$ cat src/rtl/mem_stage.sv
// mem_stage: handshaked load/store stage with stall, timeout and pass-through; optional MEM_ALIGN_CHECK_EN rejects odd addresses.
module mem_stage #(
  parameter int TIMEOUT = 15
) (
  input  logic        clk,
  input  logic        rst,
  input  logic        valid,
  input  logic [15:0] ALURes,
  input  logic [15:0] writeData,
  input  logic        memRead,
  input  logic        memWrite,
  output logic [15:0] mem_addr,
  output logic [15:0] mem_wdata,
  output logic        mem_en,
  output logic        mem_wr,
  input  logic [15:0] mem_rdata,
  input  logic        mem_done,
  output logic        stall,
  output logic [15:0] wbData,
  output logic        wbValid,
  output logic        err
);
  typedef enum logic [1:0] {IDLE, REQ, WAIT} state_t;
  state_t state, state_n;
  logic [7:0] cnt;
  logic [15:0] addr_q, wdata_q;
  logic wr_q, is_mem, illegal, misalign, accept, done, tmo, last;
  assign is_mem  = memRead ^ memWrite;
  assign illegal = memRead & memWrite;
`ifdef MEM_ALIGN_CHECK_EN
  assign misalign = is_mem & ALURes[0];
`else
  assign misalign = 1'b0;
`endif
  assign accept = valid & is_mem & ~misalign;
  assign last   = cnt == 8'(TIMEOUT - 1);
  assign done   = (state == WAIT) & mem_done;
  assign tmo    = (state == WAIT) & ~mem_done & last;
  always_comb begin
    state_n   = state == IDLE ? (accept ? REQ : IDLE) :
                state == REQ  ? WAIT : ((done | tmo) ? IDLE : WAIT);
    stall     = state == IDLE ? accept : state == REQ ? 1'b1 : ~(mem_done | last);
    mem_en    = state == REQ;
    mem_addr  = state == IDLE ? 16'h0 : addr_q;
    mem_wdata = state == IDLE ? 16'h0 : wdata_q;
    mem_wr    = state == IDLE ? 1'b0 : wr_q;
  end
  always_ff @(posedge clk or posedge rst) begin
    if (rst) begin
      state   <= IDLE;
      cnt     <= 8'h0;
      addr_q  <= 16'h0;
      wdata_q <= 16'h0;
      wr_q    <= 1'b0;
      wbData  <= 16'h0;
      wbValid <= 1'b0;
      err     <= 1'b0;
    end else begin
      state   <= state_n;
      wbValid <= 1'b0;
      err     <= 1'b0;
      cnt     <= state == REQ ? 8'h0 : (state == WAIT && !mem_done && !last) ? cnt + 8'h1 : cnt;
      if (state == IDLE && accept) begin
        addr_q  <= ALURes;
        wdata_q <= writeData;
        wr_q    <= memWrite;
      end
      if (state == IDLE && valid && !accept) begin
        wbValid <= 1'b1;
        err     <= illegal | misalign;
        wbData  <= (illegal | misalign) ? 16'h0 : ALURes;
      end else if (done) begin
        wbValid <= 1'b1;
        wbData  <= wr_q ? addr_q : mem_rdata;
      end else if (tmo) begin
        wbValid <= 1'b1;
        err     <= 1'b1;
        wbData  <= 16'h0;
      end
    end
  end
endmodule

$ cat config.mk
export PLATFORM = sky130hd
export DESIGN_NAME = mem_stage
export DESIGN_NICKNAME = d
export VERILOG_FILES = /design/src/rtl/mem_stage.sv
export SDC_FILE = /design/constraint.sdc
export NUM_CORES = 1
export LEC_CHECK = 0
export ABC_AREA = 1
export CAP_MARGIN = 20
export CORE_MARGIN = 2
export CORE_UTILIZATION = 45
export CTS_CLUSTER_SIZE = 12
export DETAILED_ROUTE_END_ITERATION = 8
export PLACE_DENSITY = 0.78
export SLEW_MARGIN = 5
export SYNTH_ARGS = -nofsm -noshare
export SYNTH_HDL_FRONTEND = slang
export SYNTH_SLANG_ARGS = --single-unit
export TNS_END_PERCENT = 50
$ cat constraint.sdc
create_clock -name clk -period 4.55 [get_ports clk]
set_clock_uncertainty 0.2 [all_clocks]
set_input_delay 0.91 -clock clk [delete_from_list [all_inputs] [get_ports clk]]
set_output_delay 0.91 -clock clk [all_outputs]
set_load 0.05 [all_outputs]
==> metrics.md, run 1 <==
| Metric | Value |
|---|---|
| TritonCTS clock tree | `yes` |
| Setup TNS Final | `0 ps` |
| CTS sink cnt | `61` |
| Number of max-cap violations | `0` |
| Synth async-reset ratio | `100%` |
| Post-Syn Nets | `463` |
| Clk slew on worst S/H paths | `70 ps` |
| WHS Path Cells | `2` |
| Layout cell share with drive strength beyond 1 | `6.03%` |
| Predominant post-synthesis flop cell | `dfrtp_1` |
| Sw frac | `42.2%` |
| Worst hold endpoint | `wbData[12]` |
| Clock power share | `24.2%` |
| Leakage | `0.00216 uW` |
| Initial Utilization | `46.2%` |
| Yosys top cell area share | `49.2%` |
| Avg Synthesized Cell Area | `7.64 um2` |
| RD Place Congestion | `0.820` |
| M2 GR Usage | `37.3%` |
| Bufs on Longest Clock Path | `2` |
| M1 GR Usage | `29.2%` |
| Clk_lat worst skew | `340 ps` |
| DR DRC count | `0` |
| Outcome | `finished clean` |
| Cell Area, Synth | `3100 um2` |
| Fin crit share | `83.6%` |
| Global-route met3 utilization | `5.88%` |
| Netlist cell types | `23` |
| Comb power frac | `45.5%` |
| CTS resizes | `0` |
| Post-synth top cells | `126 x nand2_1, 61 x dfrtp_1, 61 x inv_1, 41 x nor2_1, 29 x o21ai_0` |
| Area growth, synth to finish | `44.7%` |
| Core ar. | `6720 um2` |
| Final nets | `566` |
| Vias in the first global route | `2882` |
| Total gr overflow | `0` |
| Max IR drop VDD | `0.301 mV` |
| Die height | `87.0 um` |
| CP Launch Type | `primary input` |
| R2R depth | `7` |
| Post-CTS Setup Bufs | `0` |
| Detailed Routing Iterations Pass 1 | `5` |
| Register area share after synthesis | `49.2%` |
| Root Buffer | `clkbuf_8` |
| Final core utilization | `66.8%` |
| Reg2reg setup slack | `2390 ps` |
| Drt via density | `5.04` |
| Area leader, netlist | `dfrtp_1` |
| CP Max Fanout | `2` |
| RSZ-0062 raised after global routing | `no` |
| Relative slew slack | `51.2%` |
| DRT iter0 DRCs | `208` |
| Width of the die | `87.0 um` |
| F_max | `263 MHz` |
| Kind of critical path | `primary input to output port` |
| Fin crit period | `3800 ps` |
| Hold path startpoint | `wbData[12]` |
| Routed wire length per instance | `13.9 um` |
| Port buffer count | `106` |
| Internal | `1520 uW` |
| Cell with the most instances after synthesis | `nand2_1` |
| End of the worst register-to-register path | `wbData[2]` |
| Final hold violation count | `0` |
| Via count | `2993` |
| Total wire length | `8270 um` |
| Psw | `1100 uW` |
| Initial antenna violation count | `0` |
| Hold buffer count at cts | `0` |
| Yosys reg bits | `61` |
| Post-synth EDFFs | `0` |
| Non-filler cells, final | `594` |
| CP required | `3440 ps` |
| Gate Count Post-Synth | `406` |
| Largest net degree at the start of global routing | `50` |
| Fin. max-slew vios | `0` |
| # setup viols final | `0` |
| Die area | `7570 um2` |
| Grt peak-use layer | `met2` |
| FF-to-FF Start | `state[1]` |
| WP data arrival | `2690 ps` |
| H-tree levels | `3` |
| Io pins | `107` |
| Placed insts | `577` |
| PwrDens | `584 nW/um2` |
| Sequential Power Share | `30.3%` |
| Top post-synthesis cells by area | `dfrtp_1 49%, nand2_1 15%, inv_1 7.4%, nor2_1 5.0%, o21ai_0 4.7%` |
| Detail Route Antenna Nets | `0` |
| CTS buffer count | `9` |
| Hpwl dp | `5820 um` |
| Antenna cells | `0` |
| Synthesis warning total | `0` |
| Tot GR Track Use | `22.9%` |
| Worst Hold Class | `flop to flop` |
| First-pass GRT wire length | `13400 um` |
| Critical path capture point type | `output port` |
| Slew @ Worst Pin | `731 ps` |
| Rows | `30` |
[cells by family after synthesis]
family / count (synthesis) / share of synthesized area [%]
compound gates: 52 / 9.76
buf+inv: 81 / 10.5
fa+ha+maj: 3 / 1.21
simple gates: 206 / 28.4
xor+xnor: 3 / 0.847
flops: 61 / 49.2
[per-stage QoR]
step | power (uW) | instance area, um2 | hold slack [ps] | setup slack [ps]
floorplan | 1590 | 3100 | 286 | 1510
finish | 2620 | 4490 | 322 | 745
CTS | 2630 | 4460 | 324 | 773
global placement | 1960 | 4200 | 299 | 794
detailed placement | 1990 | 4200 | 308 | 775
global route | 2760 | 4490 | 343 | 697
[routing by layer]
metal	wire, um	vias up
met2	4020	128
met5	0	-
met1	3530	1379
met3	567	14
li1	-	1472
met4	162	0
[worst max-delay path, cell delays in order]
cell             delay [ps]
clkdlybuf4s50_1         450
ha_1                    320
nand3_1                 100
nand3_1                 120
clkdlybuf4s50_1         800
[cell usage in the layout, fill, tap and decap left out, drive strengths merged]
| master | instances |
|---|---|
| o21ai | 34 |
| ha | 3 |
| o21bai | 1 |
| o211ai | 16 |
| nor2 | 46 |
| xor2 | 3 |
| nand4 | 18 |
| inv | 61 |
| nand3 | 14 |
| clkbuf | 9 |
| clkinv | 3 |
| clkinvlp | 1 |
| nand3b | 1 |
| buf | 5 |
| clkdlybuf4s50 | 106 |
| bufinv | 4 |
| nand2 | 127 |
| dfrtp | 61 |
| a21oi | 1 |
[power groups by stage]
stage          sequential [uW]  clock [uW]  combinational (uW)
5_1_grt                    811         669                1280
2_1_floorplan             1010           0                 572
4_1_cts                    792         643                1190
3_5_place_dp               802           0                1190
6_report                   792         634                1190
3_3_place_gp               797           0                1170
[worst max path at each step]
stage | startpoint | endpoint | slack (ps) | depth (start not counted)
floorplan | state[0] | stall | 1510 | 4
global placement | memWrite | stall | 790 | 5
detailed placement | memWrite | stall | 780 | 5
CTS | memWrite | stall | 770 | 5
global route | memWrite | stall | 700 | 5
finish | memWrite | stall | 750 | 5
[area by class of cell]
class | instances | area [um2]
clock buffers | 9 | 124
clock inverters | 7 | 138
fillers | 575 | 2230
inverters | 62 | 233
multi-input cells | 264 | 1250
flip-flops and latches | 61 | 1530
well taps | 80 | 100
repair buffers | 111 | 1120
[flip-flops by register name, indices dropped and copies added (netlist names)]
| name | count |
|---|---|
| state | 2 |
| addr_q | 16 |
| wbData | 16 |
| wr_q | 1 |
| cnt | 8 |
| err | 1 |
| wbValid | 1 |
| wdata_q | 16 |
No activity file was read; power rests on OpenSTA's default activity.
==> run 2: changes to the inputs <==
CORE_UTILIZATION = 41   (was 45)
PLACE_DENSITY = 0.74   (was 0.78)
clock period = 3.2 ns   (was 4.55 ns; I/O delays follow)
==> run 2 against run 1 <==
Compared with the run above:
- combinational power is 43% higher
- sequential share of layout area is 0.51 points higher
- flip-flop and latch count stayed put
- hold slack worse by 6.4 ps
- design area is 1.5% lower
- global-route usage is 2.8 points lower
- die area is 9.3% higher
- first-iteration DRC count is 35% lower
- wire length is 2.5% lower
- sequential power is 44% higher
- clock power is 9.6% lower
- critical path type is now flop to output port
- critical endpoint is now mem_addr[14]
- highest routed layer unchanged
==> metrics.md, run 2 (same netlist as run 1, synthesis figures left out) <==
| Metric | Value |
|---|---|
| CP Buf/Inv Count | `2` |
| Commonest non-fill, non-tap cell in the layout | `nand2_1` |
| Cell Chain, Critical Path | `nor2_4, buf_12, nor2_1, clkdlybuf4s50_1` |
| Port buffer count | `106` |
| Bufs on Longest Clock Path | `2` |
| CP Max Fanout | `24` |
| Hold buffer count at cts | `0` |
| F_max | `337 MHz` |
| RSZ-0062 raised after global routing | `no` |
| Detailed Routing Iterations Pass 1 | `4` |
| Outcome | `finished clean` |
| Io pins | `107` |
| CP Launch Type | `flop` |
| Leakage | `0.00212 uW` |
| Routed wire length per instance | `13.2 um` |
| CTS buffer count | `9` |
| PwrDens | `770 nW/um2` |
| Final hold violation count | `0` |
| Width of the die | `91.0 um` |
| Antenna cells | `0` |
| Kind of critical path | `flop to output port` |
| Total gr overflow | `0` |
| WP data arrival | `2130 ps` |
| Clk slew on worst S/H paths | `60 ps` |
| H-tree levels | `3` |
| Critical path's slowest cell | `clkdlybuf4s50_1` |
| DRT iter0 DRCs | `136` |
| Largest registers | `addr_q (16), wbData (16), wdata_q (16)` |
| # setup viols final | `0` |
| Post-CTS Setup Bufs | `0` |
| Rows | `31` |
| Crit path largest cell delay | `700 ps` |
| CP required | `2360 ps` |
| Number of max-cap violations | `0` |
| Setup TNS Final | `0 ps` |
| Largest net degree at the start of global routing | `68` |
| Core ar. | `7290 um2` |
| DR DRC count | `0` |
| Via count | `2918` |
| RD Place Congestion | `0.813` |
| Total wire length | `8070 um` |
| Die area | `8280 um2` |
| Initial Utilization | `42.5%` |
| CTS resizes | `0` |
| Drt via density | `4.77` |
| Max IR drop VDD | `0.301 mV` |
| Layout cell share with drive strength beyond 1 | `5.65%` |
| Die height | `91.0 um` |
| Final setup margin | `229 ps` |
| Slew @ Worst Pin | `546 ps` |
| First-pass GRT wire length | `13300 um` |
| Fin crit period | `2970 ps` |
| Critical path capture point type | `output port` |
| Place WS | `470 ps` |
| TritonCTS clock tree | `yes` |
| Clk_lat worst skew | `330 ps` |
| Worst Hold Class | `flop to flop` |
| Vias in the first global route | `2744` |
| Tot GR Track Use | `20.1%` |
| Relative slew slack | `63.5%` |
| Detail Route Antenna Nets | `0` |
| Hpwl dp | `5880 um` |
| Root Buffer | `clkbuf_8` |
| CTS sink cnt | `61` |
| Crit path max-delay family | `buffers and inverters` |
| Commonest cells after routing, fill and taps aside | `126 x nand2_1, 104 x clkdlybuf4s50_1, 61 x dfrtp_1, 59 x inv_1, 41 x nor2_1` |
| Filler cells | `684` |
| Fin. max-slew vios | `0` |
| Area growth, synth to finish | `42.6%` |
| Final nets | `566` |
| Initial antenna violation count | `0` |
| Fin crit share | `92.8%` |
[run 2: power by group]
group / internal (uW) / switching [uW] / total [uW]
Combinational: 556 / 1140 / 1700
Sequential: 1020 / 121 / 1140
Clock: 296 / 277 / 573
[run 2: layout make-up]
cell class	count	area [um2]	share of cell area, %
flip-flops and latches	61	1530	34.5
multi-input cells	264	1250	28.2
repair buffers	111	1130	25.6
inverters	62	233	5.26
clock buffers	13	149	3.37
well taps	99	124	2.80
clock inverters	2	10.0	0.226
[run 2: path summary, 6_finish.rpt]
check | endpoint | depth (start not counted) | startpoint | slack (ps)
min in group asynchronous | addr_q[9] | 2 | rst | 400
worst min-delay path | wbData[7] | 2 | wbData[7] | 320
worst max-delay path | mem_addr[14] | 4 | state[1] | 230
worst min register to register | wbData[7] | 2 | wbData[7] | 320
max in group asynchronous | wbData[0] | 3 | rst | 1770
worst max register to register | wbData[4] | 8 | state[1] | 960
[run 2: per-layer routing]
metal  wire (um)  track usage, %  vias to the layer above
met5           0               0                        -
li1            -               -                     1478
met1        3620            26.7                     1347
met3         457            4.81                       14
met4         156            7.83                        0
met2        3830            31.7                       79
[run 2: metrics by stage]
step | instances | total power (uW) | hold WS (ps) | instance area (um2) | util (%)
after CTS | 612 | 3440 | 320 | 4420 | 60.6
after global routing | 612 | 3600 | 342 | 4420 | 60.6
after detailed placement | 597 | 2850 | 305 | 4260 | 58.5
after global placement | 597 | 2830 | 303 | 4260 | 58.5
final | 612 | 3410 | 316 | 4420 | 60.6
after floorplan | 406 | 2260 | 286 | 3100 | -
[run 2: worst register-to-register path: stages, from the launching register on]
cell	delay [ps]
dfrtp_1	450
nor2_4	350
buf_12	230
nand3b_4	240
nor2_4	400
nand2_1	120
nand2_1	90
inv_1	40
nand2_1	50
==> run 3: changes to the inputs <==
GPL_ROUTABILITY_DRIVEN = 0   (was unset)
==> results of run 3 <==
No change in the layout: final DEF, timing and power equal those of run 2.
